**src/rtl/light_pkg.sv**
```systemverilog
// Shared types and default timing for the lamp controller.
// The state enum is shared with anything that needs to decode lamp_controller's mode.
package light_pkg;

    typedef enum logic [1:0] {
        OFF       = 2'd0,
        ON_AUTO   = 2'd1,
        ON_MANUAL = 2'd2
    } lamp_state_t;

    localparam int DEBOUNCE_T_DEFAULT   = 50000;
    localparam int LONG_PRESS_T_DEFAULT = 1000000;

endpackage

```
**src/rtl/push_debounce.sv**
```systemverilog
// Two-flop synchronizer followed by a consecutive-disagreement debounce counter.
// dout only moves once the synchronized level has disagreed with it for DEBOUNCE_T cycles in a row.
module push_debounce
    import light_pkg::*;
#(
    parameter int DEBOUNCE_T = DEBOUNCE_T_DEFAULT
) (
    input  logic clk,
    input  logic rst,
    input  logic din,
    output logic dout
);

    localparam int CW = (DEBOUNCE_T > 1) ? $clog2(DEBOUNCE_T) : 1;

    logic          meta_reg;
    logic          sync_reg;
    logic          db_reg;
    logic [CW-1:0] cnt_reg;

    always_ff @(posedge clk or posedge rst) begin
        if (rst) begin
            meta_reg <= 1'b0;
            sync_reg <= 1'b0;
            db_reg   <= 1'b0;
            cnt_reg  <= '0;
        end else begin
            meta_reg <= din;
            sync_reg <= meta_reg;
            // Any agreeing cycle restarts the count, so short glitches never accumulate.
            if (sync_reg == db_reg) begin
                cnt_reg <= '0;
            end else if (cnt_reg == CW'(DEBOUNCE_T - 1)) begin
                db_reg  <= sync_reg;
                cnt_reg <= '0;
            end else begin
                cnt_reg <= cnt_reg + 1'b1;
            end
        end
    end

    assign dout = db_reg;

endmodule

```
**src/rtl/lamp_controller.sv**
```systemverilog
// Lamp on/off controller: debounced push-button, short/long press classification
// and a three-mode lamp FSM that also gates the auto-shutdown timer.
module lamp_controller
    import light_pkg::*;
#(
    parameter int DEBOUNCE_T   = DEBOUNCE_T_DEFAULT,
    parameter int LONG_PRESS_T = LONG_PRESS_T_DEFAULT
) (
    input  logic clk,
    input  logic rst,
    input  logic push,
    input  logic auto_off,
    output logic lamp,
    output logic timer_en
);

    localparam int HW = $clog2(LONG_PRESS_T + 1);

    logic          db;
    logic          db_prev_reg;
    logic [HW-1:0] hold_reg;
    logic          long_ev;
    logic          short_ev;
    lamp_state_t   state_reg;

    push_debounce #(
        .DEBOUNCE_T(DEBOUNCE_T)
    ) u_debounce (
        .clk  (clk),
        .rst  (rst),
        .din  (push),
        .dout (db)
    );

    // Hold counter saturates so a very long press cannot wrap into a second long event.
    always_ff @(posedge clk or posedge rst) begin
        if (rst) begin
            db_prev_reg <= 1'b0;
            hold_reg    <= '0;
        end else begin
            db_prev_reg <= db;
            if (!db) begin
                hold_reg <= '0;
            end else if (hold_reg != HW'(LONG_PRESS_T)) begin
                hold_reg <= hold_reg + 1'b1;
            end
        end
    end

    assign long_ev  = db && (hold_reg == HW'(LONG_PRESS_T - 1));
    // On the falling cycle the counter still holds the press length; it clears one edge later.
    assign short_ev = db_prev_reg && !db && (hold_reg < HW'(LONG_PRESS_T));

    // A press always takes priority over auto_off when both land in the same cycle.
    always_ff @(posedge clk or posedge rst) begin
        if (rst) begin
            state_reg <= OFF;
        end else begin
            case (state_reg)
                OFF: begin
                    if (long_ev) begin
                        state_reg <= ON_MANUAL;
                    end else if (short_ev) begin
                        state_reg <= ON_AUTO;
                    end
                end
                ON_AUTO: begin
                    if (long_ev) begin
                        state_reg <= ON_MANUAL;
                    end else if (short_ev || auto_off) begin
                        state_reg <= OFF;
                    end
                end
                ON_MANUAL: begin
                    if (long_ev) begin
                        state_reg <= ON_AUTO;
                    end else if (short_ev) begin
                        state_reg <= OFF;
                    end
                end
                default: state_reg <= OFF;
            endcase
        end
    end

    assign lamp     = (state_reg != OFF);
    assign timer_en = (state_reg == ON_AUTO);

endmodule
```
**config.mk**
```make
export PLATFORM = sky130hd
export DESIGN_NAME = lamp_controller
export DESIGN_NICKNAME = d
export VERILOG_FILES = /design/src/rtl/light_pkg.sv /design/src/rtl/push_debounce.sv /design/src/rtl/lamp_controller.sv
export SDC_FILE = /design/constraint.sdc
export NUM_CORES = 1
export LEC_CHECK = 0
export CAP_MARGIN = 20
export CORE_MARGIN = 1
export CORE_UTILIZATION = 54
export DETAILED_ROUTE_END_ITERATION = 8
export PLACE_DENSITY = 0.83
export SLEW_MARGIN = 20
export SYNTH_ARGS = -nofsm -noshare
export SYNTH_HDL_FRONTEND = slang
export SYNTH_SLANG_ARGS = --single-unit
```
**constraint.sdc**
```tcl
create_clock -name clk -period 1.8 [get_ports clk]
set_clock_uncertainty 0.15 [all_clocks]
set_input_delay 0.36 -clock clk [delete_from_list [all_inputs] [get_ports clk]]
set_output_delay 0.36 -clock clk [all_outputs]
set_load 0.01 [all_outputs]
```
==> impl_metrics.toml <==
[outcome]
status = "complete, but fails checks"
violations = "negative setup slack"

[synth]
avgSynthCellArea_um2 = 9.804
synthXorXnorAreaFrac = 0.1216
synthMuxAreaShare = 0.01498
synth-seq-cells = 42
synth_edf_count = 0
synth_nets = 220
ys_types = 38
ys_seq_area_frac = 0.5033
yosysTopAreaCell = "dfrtp_1"
synthAdderAreaFrac = 0.01797
synth_top_flop_cell = "dfrtp_1"
netlist.area_leader.share = 0.5033
synth_area_um2 = 2088
synthSimpleGateAreaFrac = 0.2708
async_reset_ff_frac = 1.000
synth.area.top_cells = "dfrtp_1 50%, xnor2_1 7.1%, nor2_1 6.3%"
synth_top_family_by_area = "simple AND/OR/NAND/NOR gates"
synth-compound-area-share = 0.04554
yosys_warnings = 0
synthCells = 213

[layout]
layout_common_cells = "42 x dfrtp_1, 34 x nor2_1, 25 x buf_4"
drive_gt1_frac = 0.2024
diodes = 0
nNetsFinal = 253
largest_reg_flops = 20
synthToLayoutAreaGrowth_pct = 21.45
layout_commonest_cell = "dfrtp_1"

[die]
fp.dieH_um = 64.19
ios = 6
die_x_um = 64.19
dieArea_um2 = 4120
start_util = 0.5661
row_count = 22
core-area_um2 = 3689

[place]
gp_congestion = 0.8497
hpwl_um = 2661
numPortBuffers = 5

[critical_path]
max_stage_delay_ns = 0.44
end_kind = "flip-flop"
cp_data_arrival_time_ns = 1.92
criticalPathCategory = "flip-flop to flip-flop"
crit_chain = "o41a_1 > o31ai_2 > a31oi_1 > or3_1 > a22oi_2"
worstPathRequired_ns = 1.87
crit_fanout = 3
reg2reg_depth = 5
slowest_stage = "o41a_1"
start_kind = "flip-flop"

[drt]
drt_first_pass_iters = 4
avgRoutedWirePerCell_um = 13.74
routed_wl_um = 4054
vias = 1624
route.detailed.drc = 0
viasPerCell = 5.505
ant_nets = 0
drt_iter0_drc = 85

[worst_hold_path]
hold_class = "flip-flop to flip-flop"
hold-path-cell-count = 0

[grt]
grt_pass1_wl_um = 7031
antenna_found_initial = 0
grt_pass1_vias = 1513
grt_max_degree = 43
gr-total-overflow = 0
grt_usage = 0.2266

[power_and_ir_drop]
power.leakage_nw = 1.094
power.density_nw_per_um2 = 646.7
vdd_drop_max_mv = 0.4532
power_mw = 1.640

[sta]
rsz0062_at_grt = "yes"
whs_ns = 0.2163
slew_headroom = 0.7952
final.setup.worst_slack_ns = -0.04218
min_period_over_period = 1.023
drv_slew = 0
finalHoldViolCount = 0
fmax_mhz = 542.8
tightest_slew_ns = 0.3048
setup_tns_ns = -0.04218
setup_viol = 1
fin_crit_ns = 1.842

[cts]
cts_num_sinks = 42
cts_inserted_buffers = 5
insertion_delay_ns = 0.30
ctsHtreeMaxLevel = 2
clk_pin_slew_ns = 0.08
cts_tree = "done"
hold_buffers = 0
cts-root-buf = "clkbuf_8"
clock_path_buffers = 2

[flow_run]
cap_viol_max_count = 0
cell usage after synthesis, drive strengths merged, types with 5 or more instances:
| cell type | instances |
|---|---|
| xor2 | 12 |
| inv | 6 |
| nor2 | 35 |
| nor3 | 7 |
| nand3 | 12 |
| nor4 | 5 |
| dfrtp | 42 |
| nand4 | 8 |
| xnor2 | 17 |
| and3 | 5 |
| nand2 | 19 |
final timing paths:
| path | start | to | slack (ns) |
|---|---|---|---|
| worst min register to register | u_debounce.meta_reg | u_debounce.sync_reg | 0.22 |
| worst max-delay path | hold_reg[12] | state_reg[0] | -0.04 |
| max in group asynchronous | rst | u_debounce.cnt_reg[6] | 1.04 |
| worst min-delay path | u_debounce.meta_reg | u_debounce.sync_reg | 0.22 |
| min in group asynchronous | rst | hold_reg[13] | 0.27 |
| worst max register to register | hold_reg[12] | state_reg[0] | -0.04 |
power breakdown:
part	switching (mW)	internal, mW
clock	0.329	0.308
combinational	0.0293	0.0180
sequential	0.00501	0.950
per-stage QoR:
| stage | std cells | setup WS, ns | cell area [um^2] | util |
|---|---|---|---|---|
| floorplan | 213 | -0.04728 | 2097 | - |
| global placement | 282 | -0.01465 | 2347 | 0.6364 |
| detailed placement | 282 | -0.05969 | 2347 | 0.6364 |
| CTS | 294 | -0.04942 | 2482 | 0.6730 |
| global route | 295 | -0.1554 | 2536 | 0.6876 |
| finish | 295 | -0.04218 | 2536 | 0.6876 |
layout make-up:
class | instances | area [um^2]
Timing Repair Buffer | 31 | 256.5
Sequential cell | 42 | 1051
Tap cell | 48 | 60.06
Multi-Input combinational cell | 159 | 1047
Fill cell | 286 | 1152
Clock buffer | 6 | 82.58
Inverter | 7 | 26.28
Clock inverter | 2 | 12.51
cells by family after synthesis:
| group | count (synthesis) |
|---|---|
| xor gates and xnor gates | 29 |
| and+or+nand+nor | 111 |
| DFF | 42 |
| buffers and inverters | 12 |
| adders and majority gates | 3 |
| AOI/OAI and AO/OA | 13 |
| muxes | 3 |
critical path, delay by kind of cell (launching register included):
family           cells  cell delay (ns)
AO/OA/AOI/OAI        4             0.85
flip-flops           1             0.41
AND/OR/NAND/NOR      1             0.36
metal layers:
layer  wire length, um  GRT usage  vias up  share of wire
met5                 0          0        -              0
met4                75     0.1028        0          0.019
met3               135    0.04286        7          0.033
met2              1933     0.3351       35           0.48
met1              1909     0.3221      787           0.47
li1                  -          -      795              -
repair_timing:
action                     CTS  global route
pin swaps                    3             4
setup endpoints to repair    8            14
setup buffers                4             2
gates resized for setup      5            10
No activity file was read; power rests on OpenSTA's default activity.
